<file path="config.mk">
export PLATFORM = sky130hd
export DESIGN_NAME = ysyx_23060075_lsu
export DESIGN_NICKNAME = d
export VERILOG_FILES = /design/src/rtl/ysyx_23060075_lsu.sv
export SDC_FILE = /design/constraint.sdc
export NUM_CORES = 1
export LEC_CHECK = 0
export ABC_CLOCK_PERIOD_IN_PS = 4200
export BUFFER_PORTS_ARGS = -buffer_cell sky130_fd_sc_hd__buf_4
export CORE_AREA = 2 2 110 112
export CTS_CLUSTER_SIZE = 12
export DETAILED_ROUTE_END_ITERATION = 8
export DIE_AREA = 0 0 112 114
export PLACE_DENSITY = 0.84
export SETUP_SLACK_MARGIN = 0.1
export SLEW_MARGIN = 40
export SYNTH_ARGS = -nofsm -noshare
export SYNTH_HDL_FRONTEND = slang
export SYNTH_SLANG_ARGS = --single-unit
</file>
<file path="constraint.sdc">
create_clock -name clk -period 4.2 [get_ports clk]
set_clock_uncertainty 0.15 [all_clocks]
set_input_delay 0.21 -clock clk [delete_from_list [all_inputs] [get_ports clk]]
set_output_delay 0.21 -clock clk [all_outputs]
set_load 0.02 [all_outputs]
</file>
<file path="src/rtl/ysyx_23060075_lsu.sv">
// ysyx_23060075_lsu: multi-cycle load/store unit bridging held core memory
// requests onto a word-aligned valid/ready data bus.
module ysyx_23060075_lsu #(
  parameter logic [15:0] RESP_TIMEOUT = 16'd255
) (
  input  logic        clk,
  input  logic        rst,
  input  logic        mem_r_en,
  input  logic        mem_w_en,
  input  logic [3:0]  mem_mask,
  input  logic [2:0]  funct3,
  input  logic [31:0] addr,
  input  logic [31:0] wdata,
  output logic [31:0] lsu_rdata,
  output logic        lsu_done,
  output logic        lsu_busy,
  output logic        lsu_err,
  output logic        lsu_misalign,
  output logic        req_valid,
  input  logic        req_ready,
  output logic        req_wen,
  output logic [31:0] req_addr,
  output logic [31:0] req_wdata,
  output logic [3:0]  req_wstrb,
  input  logic        resp_valid,
  output logic        resp_ready,
  input  logic [31:0] resp_rdata,
  input  logic        resp_err
);

  typedef enum logic [1:0] {IDLE, REQ, RESP, DONE} state_e;

  state_e      state_q, state_d;
  logic [31:0] addr_q, wdata_q, rdata_q;
  logic [3:0]  mask_q;
  logic        uns_q, wen_q, err_q, mis_q;
  logic [15:0] cnt_q;

  logic        req_en, misalign, timeout_hit;
  logic [3:0]  mask_n;
  logic [31:0] shifted, load_val;
  logic        unused_f3;

  // request decode: unknown size encodings collapse to word
  always_comb begin
    req_en    = mem_r_en | mem_w_en;
    mask_n    = (mem_mask == 4'b0001) ? 4'b0001 :
                (mem_mask == 4'b0011) ? 4'b0011 : 4'b1111;
    misalign  = ((mask_n == 4'b0011) && addr[0]) ||
                ((mask_n == 4'b1111) && (addr[1:0] != 2'b00));
    unused_f3 = ^funct3[1:0];
  end

  always_comb begin
    timeout_hit = (RESP_TIMEOUT != 16'd0) && (cnt_q == RESP_TIMEOUT - 16'd1);
    shifted     = resp_rdata >> {addr_q[1:0], 3'b000};
    case (mask_q)
      4'b0001: load_val = uns_q ? {24'b0, shifted[7:0]}  : {{24{shifted[7]}}, shifted[7:0]};
      4'b0011: load_val = uns_q ? {16'b0, shifted[15:0]} : {{16{shifted[15]}}, shifted[15:0]};
      default: load_val = shifted;
    endcase
  end

  always_ff @(posedge clk) begin
    if (rst) state_q <= IDLE;
    else     state_q <= state_d;
  end

  always_comb begin
    state_d = state_q;
    case (state_q)
      IDLE:    if (req_en) state_d = misalign ? DONE : REQ;
      REQ:     if (req_ready) state_d = RESP;
      RESP:    if (resp_valid || timeout_hit) state_d = DONE;
      DONE:    state_d = IDLE;
      default: state_d = IDLE;
    endcase
  end

  always_ff @(posedge clk) begin
    if (rst) begin
      addr_q  <= '0;
      wdata_q <= '0;
      rdata_q <= '0;
      mask_q  <= '0;
      uns_q   <= 1'b0;
      wen_q   <= 1'b0;
      err_q   <= 1'b0;
      mis_q   <= 1'b0;
      cnt_q   <= '0;
    end else begin
      case (state_q)
        IDLE: if (req_en) begin
          addr_q  <= addr;
          wdata_q <= wdata;
          mask_q  <= mask_n;
          uns_q   <= funct3[2];
          wen_q   <= mem_w_en;
          mis_q   <= misalign;
          err_q   <= 1'b0;
          rdata_q <= '0;
        end
        REQ: if (req_ready) cnt_q <= '0;
        RESP: begin
          cnt_q <= cnt_q + 16'd1;
          // a response arriving in the timeout cycle takes priority
          if (resp_valid) begin
            err_q   <= resp_err;
            rdata_q <= (wen_q || resp_err) ? '0 : load_val;
          end else if (timeout_hit) begin
            err_q   <= 1'b1;
            rdata_q <= '0;
          end
        end
        default: ;
      endcase
    end
  end

  always_comb begin
    req_valid    = (state_q == REQ);
    resp_ready   = (state_q == IDLE) || (state_q == RESP);
    lsu_busy     = (state_q != IDLE);
    lsu_done     = (state_q == DONE);
    lsu_rdata    = (state_q == DONE) ? rdata_q : '0;
    lsu_err      = (state_q == DONE) && err_q;
    lsu_misalign = (state_q == DONE) && mis_q;
    req_wen      = wen_q;
    req_addr     = {addr_q[31:2], 2'b00};
    req_wdata    = wdata_q << {addr_q[1:0], 3'b000};
    req_wstrb    = wen_q ? (mask_q << addr_q[1:0]) : 4'b0000;
  end

endmodule

</file>
==> impl_summary.md <==
GRT
The first global-routing pass estimated ~30 mm of wire. The met1 track utilization from global routing is 33.8%. The initial antenna violation count came to 1.

The total global-route track usage is between 20% and 30%. The pin count of the biggest net entering global routing is 78. The number of global-route vias before repair came to 6111.

The total overflow left after global routing is 0. In the global route stage, met3 resource usage came out at approximately 8.3%. The layer with the highest usage after global routing is met2. The global-route track usage on met2 is around 51%.

Route
In this run the remaining antenna-violating nets after routing total 0. The pre-antenna-repair detailed-routing pass consisted of 5 iterations. The number of remaining DRC errors is 0. After detailed routing, the number of vias per cell comes to 5.48. The initial DRC count is between 300 and 400.

The final wirelength is between 15 and 20 mm. The average wire per standard cell is around 17 microns. The via count is slightly above 6000.

Die
The starting density of the core is between 50% and 60%. The top-level I/O count is 217. The placeable core region is ~12000 sq um. The width of the die is ~110 microns. The row count is 40. The die outline area is about 13000 sq um. The floorplan step set the die height to around 110 microns.

Clocking
TritonCTS built the clock tree. After clock tree synthesis, the clock-pin slew on the worst setup and hold paths is roughly 0.05 ns. The clock tree buffer depth is 2. Once the clock tree was built, the setup fixing pass inserted 0 buffers.

The number of hold buffers added after CTS was approximately 80. The cell at the root of the clock tree is clkbuf_16. Clock tree synthesis found a total of 121 sinks. CTS built an H-tree with a depth of 4. The number of clock buffers added by TritonCTS is 17. The count of cells resized by post-cts repair is 0. The clock reaches the later pin of the worst-skew pair after 0.41 ns.

Timing
The final total negative setup slack is 0 ns. The final hold violation count is 0. The final critical delay including setup and external delays is between 2 and 3 ns. The worst hold slack across all endpoints is around 0.010 ns.

The number of endpoints failing setup at the final stage is 0. The relative max-transition margin is between 40% and 50%. Setup repair after global routing left no endpoint under its margin.

In the finished design, the share of the clock period the worst path needs comes to between 60% and 70%. The measured slew at the worst slew-check pin is between 0.8 and 0.9 ns. The number of max-slew violations in the final report is 0. The maximum operating frequency is 365 MHz. The final worst-path setup slack is ~1.5 ns.

Run
The number of max-cap violations is 0.

Finish
In the layout the commonest cells are buf_4 (219), nand2_1 (160), dfxtp_1 (119), a21oi_1 (93), dlygate4sd3_1 (78). Leaving out fill and tap cells, the most frequent cell in the layout is buf_4. The count of nets after finishing is about 1100. The filler cell count is between 800 and 900. The share of the core filled with cells in the final layout is between 70% and 80%. In the final layout, the share of cells above drive strength 1 is between 20 and 30%. Relative to the synthesized area, the layout overhead comes to 45.8%.

Synth
Ranked by total cell area, the synthesized netlist is headed by dfxtp_1 (39%), nand2_1 (9.8%), a21oi_1 (7.6%). The netlist uses 62 different library cells. The library cell occupying the most area in the post-synthesis netlist is dfxtp_1. The leading register cell type out of synthesis is dfxtp_1.

The gate count after technology mapping is 735. The share of async-settable or async-resettable flops after synthesis is 0%. The post-synthesis instance area is between 6000 and 7000 sq um. The average instance area after synthesis is approximately 8.4 sq um. The portion of synthesized cell area occupied by the leading cell type is between 30% and 40%. Synthesis inferred between 100 and 150 register bits. The number of warnings printed during yosys synthesis is 0. The sequential share of the synthesized area is between 30% and 40%. The number of flops mapped to enable cells by yosys is 0.

Worst setup path
The critical path is of the reg2out type. Walking the worst path, the cells encountered are buf_4 -> mux2i_1 -> o21ai_0 -> buf_4. The worst register-to-register path has a depth of 7. The element type at the critical path start is a flop. The arrival time of the worst setup path is ~2.4 ns. Among all stages on the critical path, the largest delay is contributed by dfxtp_2. The required time at the worst-slack endpoint is between 3 and 4 ns. In this design, the stage delay of the slowest critical-path cell is 0.64 ns.

The worst setup path is captured at an output pin. The most repeated library cell on the critical path is buf_4. The top fanout value on the critical path is between 40 and 50.

Run status
The flow ran to the end, and the final reports show no timing, DRC or antenna violations.

Power and ir drop
The leakage component of the power is 3.84 nW. The maximum vdd ir drop is roughly 0.00045 V. In this run the power density over the cells is 547 nW/um^2.

Worst hold path
The worst hold path depth is 4. The type of the tightest min-delay check is in2reg.

Placement
Input and output buffers added on the ports amount to 212. The final weighted congestion in routability-driven placement is approximately 0.82. The worst-case setup slack after placement is 1.72 ns. Detailed placement finished with a half-perimeter wire length of approximately 11 mm.
[per-layer routing]
metal | vias to the layer above | part of all wire, %
met1 | 2923 | 40
met4 | 0 | 2.5
li1 | 2983 | -
met5 | - | 0
met2 | 249 | 52
met3 | 44 | 6.2
[cell families after synthesis]
group / share of synthesized area, %
compound gates: 18.5
xor+xnor: 0.856
fa+ha+maj: 1.22
buf+inv: 8.26
flops: 39.5
mux: 8.40
other cells: 0.0611
simple gates: 23.2
[cell type report]
cell class	count	area, sq um	area share (%)
timing repair buffer	297	2420	27.1
sequential	121	2420	27.1
clock inverter	8	140	1.57
antenna	1	2.50	0.0280
clock buffer	23	498	5.56
inverter	9	33.8	0.377
multi-input combinational	525	3240	36.2
tap	147	184	2.06
[final timing paths]
kind                    to  slack (ns)      startpoint
max          req_wdata[16]        1.46       addr_q[1]
min            rdata_q[12]        0.01  resp_rdata[20]
max reg2reg    rdata_q[18]        1.67      state_q[0]
min reg2reg    wdata_q[25]        0.30     wdata_q[25]
[flip-flops by register name, summed over array words and instances (netlist names)]
| signal | cells |
|---|---|
| addr_q | 32 |
| cnt_q | 16 |
| err_q | 1 |
| mask_q | 3 |
| mis_q | 1 |
| rdata_q | 32 |
| req_wen | 1 |
| state_q | 2 |
| uns_q | 1 |
| wdata_q | 32 |
[synth_stat cells (all sizes together), types with 10 or more instances]
cell and n:
nand2 160, o21ai 28, clkbuf 26, mux2 16, mux2i 29, nor2 28
buf 55, a221o 16, and2 43, a21oi 93, nor2b 10, dfxtp 121
[worst max-delay path: cells and delay by family, from the launching register on]
family / cells / cell delay [ns]
flops: 1 / 0.64
buf+inv: 2 / 0.79
compound gates: 1 / 0.34
mux: 1 / 0.18
[report_power, final]
part           switching (W)  internal, W
Clock               0.000504      0.00106
Combinational        0.00109     0.000720
Sequential          0.000176      0.00134
[stage by stage]
step | std cells | power [W] | cell area, sq um
floorplan | 736 | 0.00271 | 6140
global placement | 1020 | 0.00320 | 7510
detailed placement | 1021 | 0.00323 | 7530
CTS | 1130 | 0.00486 | 8950
global route | 1131 | 0.00512 | 8950
finish | 1131 | 0.00489 | 8950
Power figures use the tool's default switching activity.
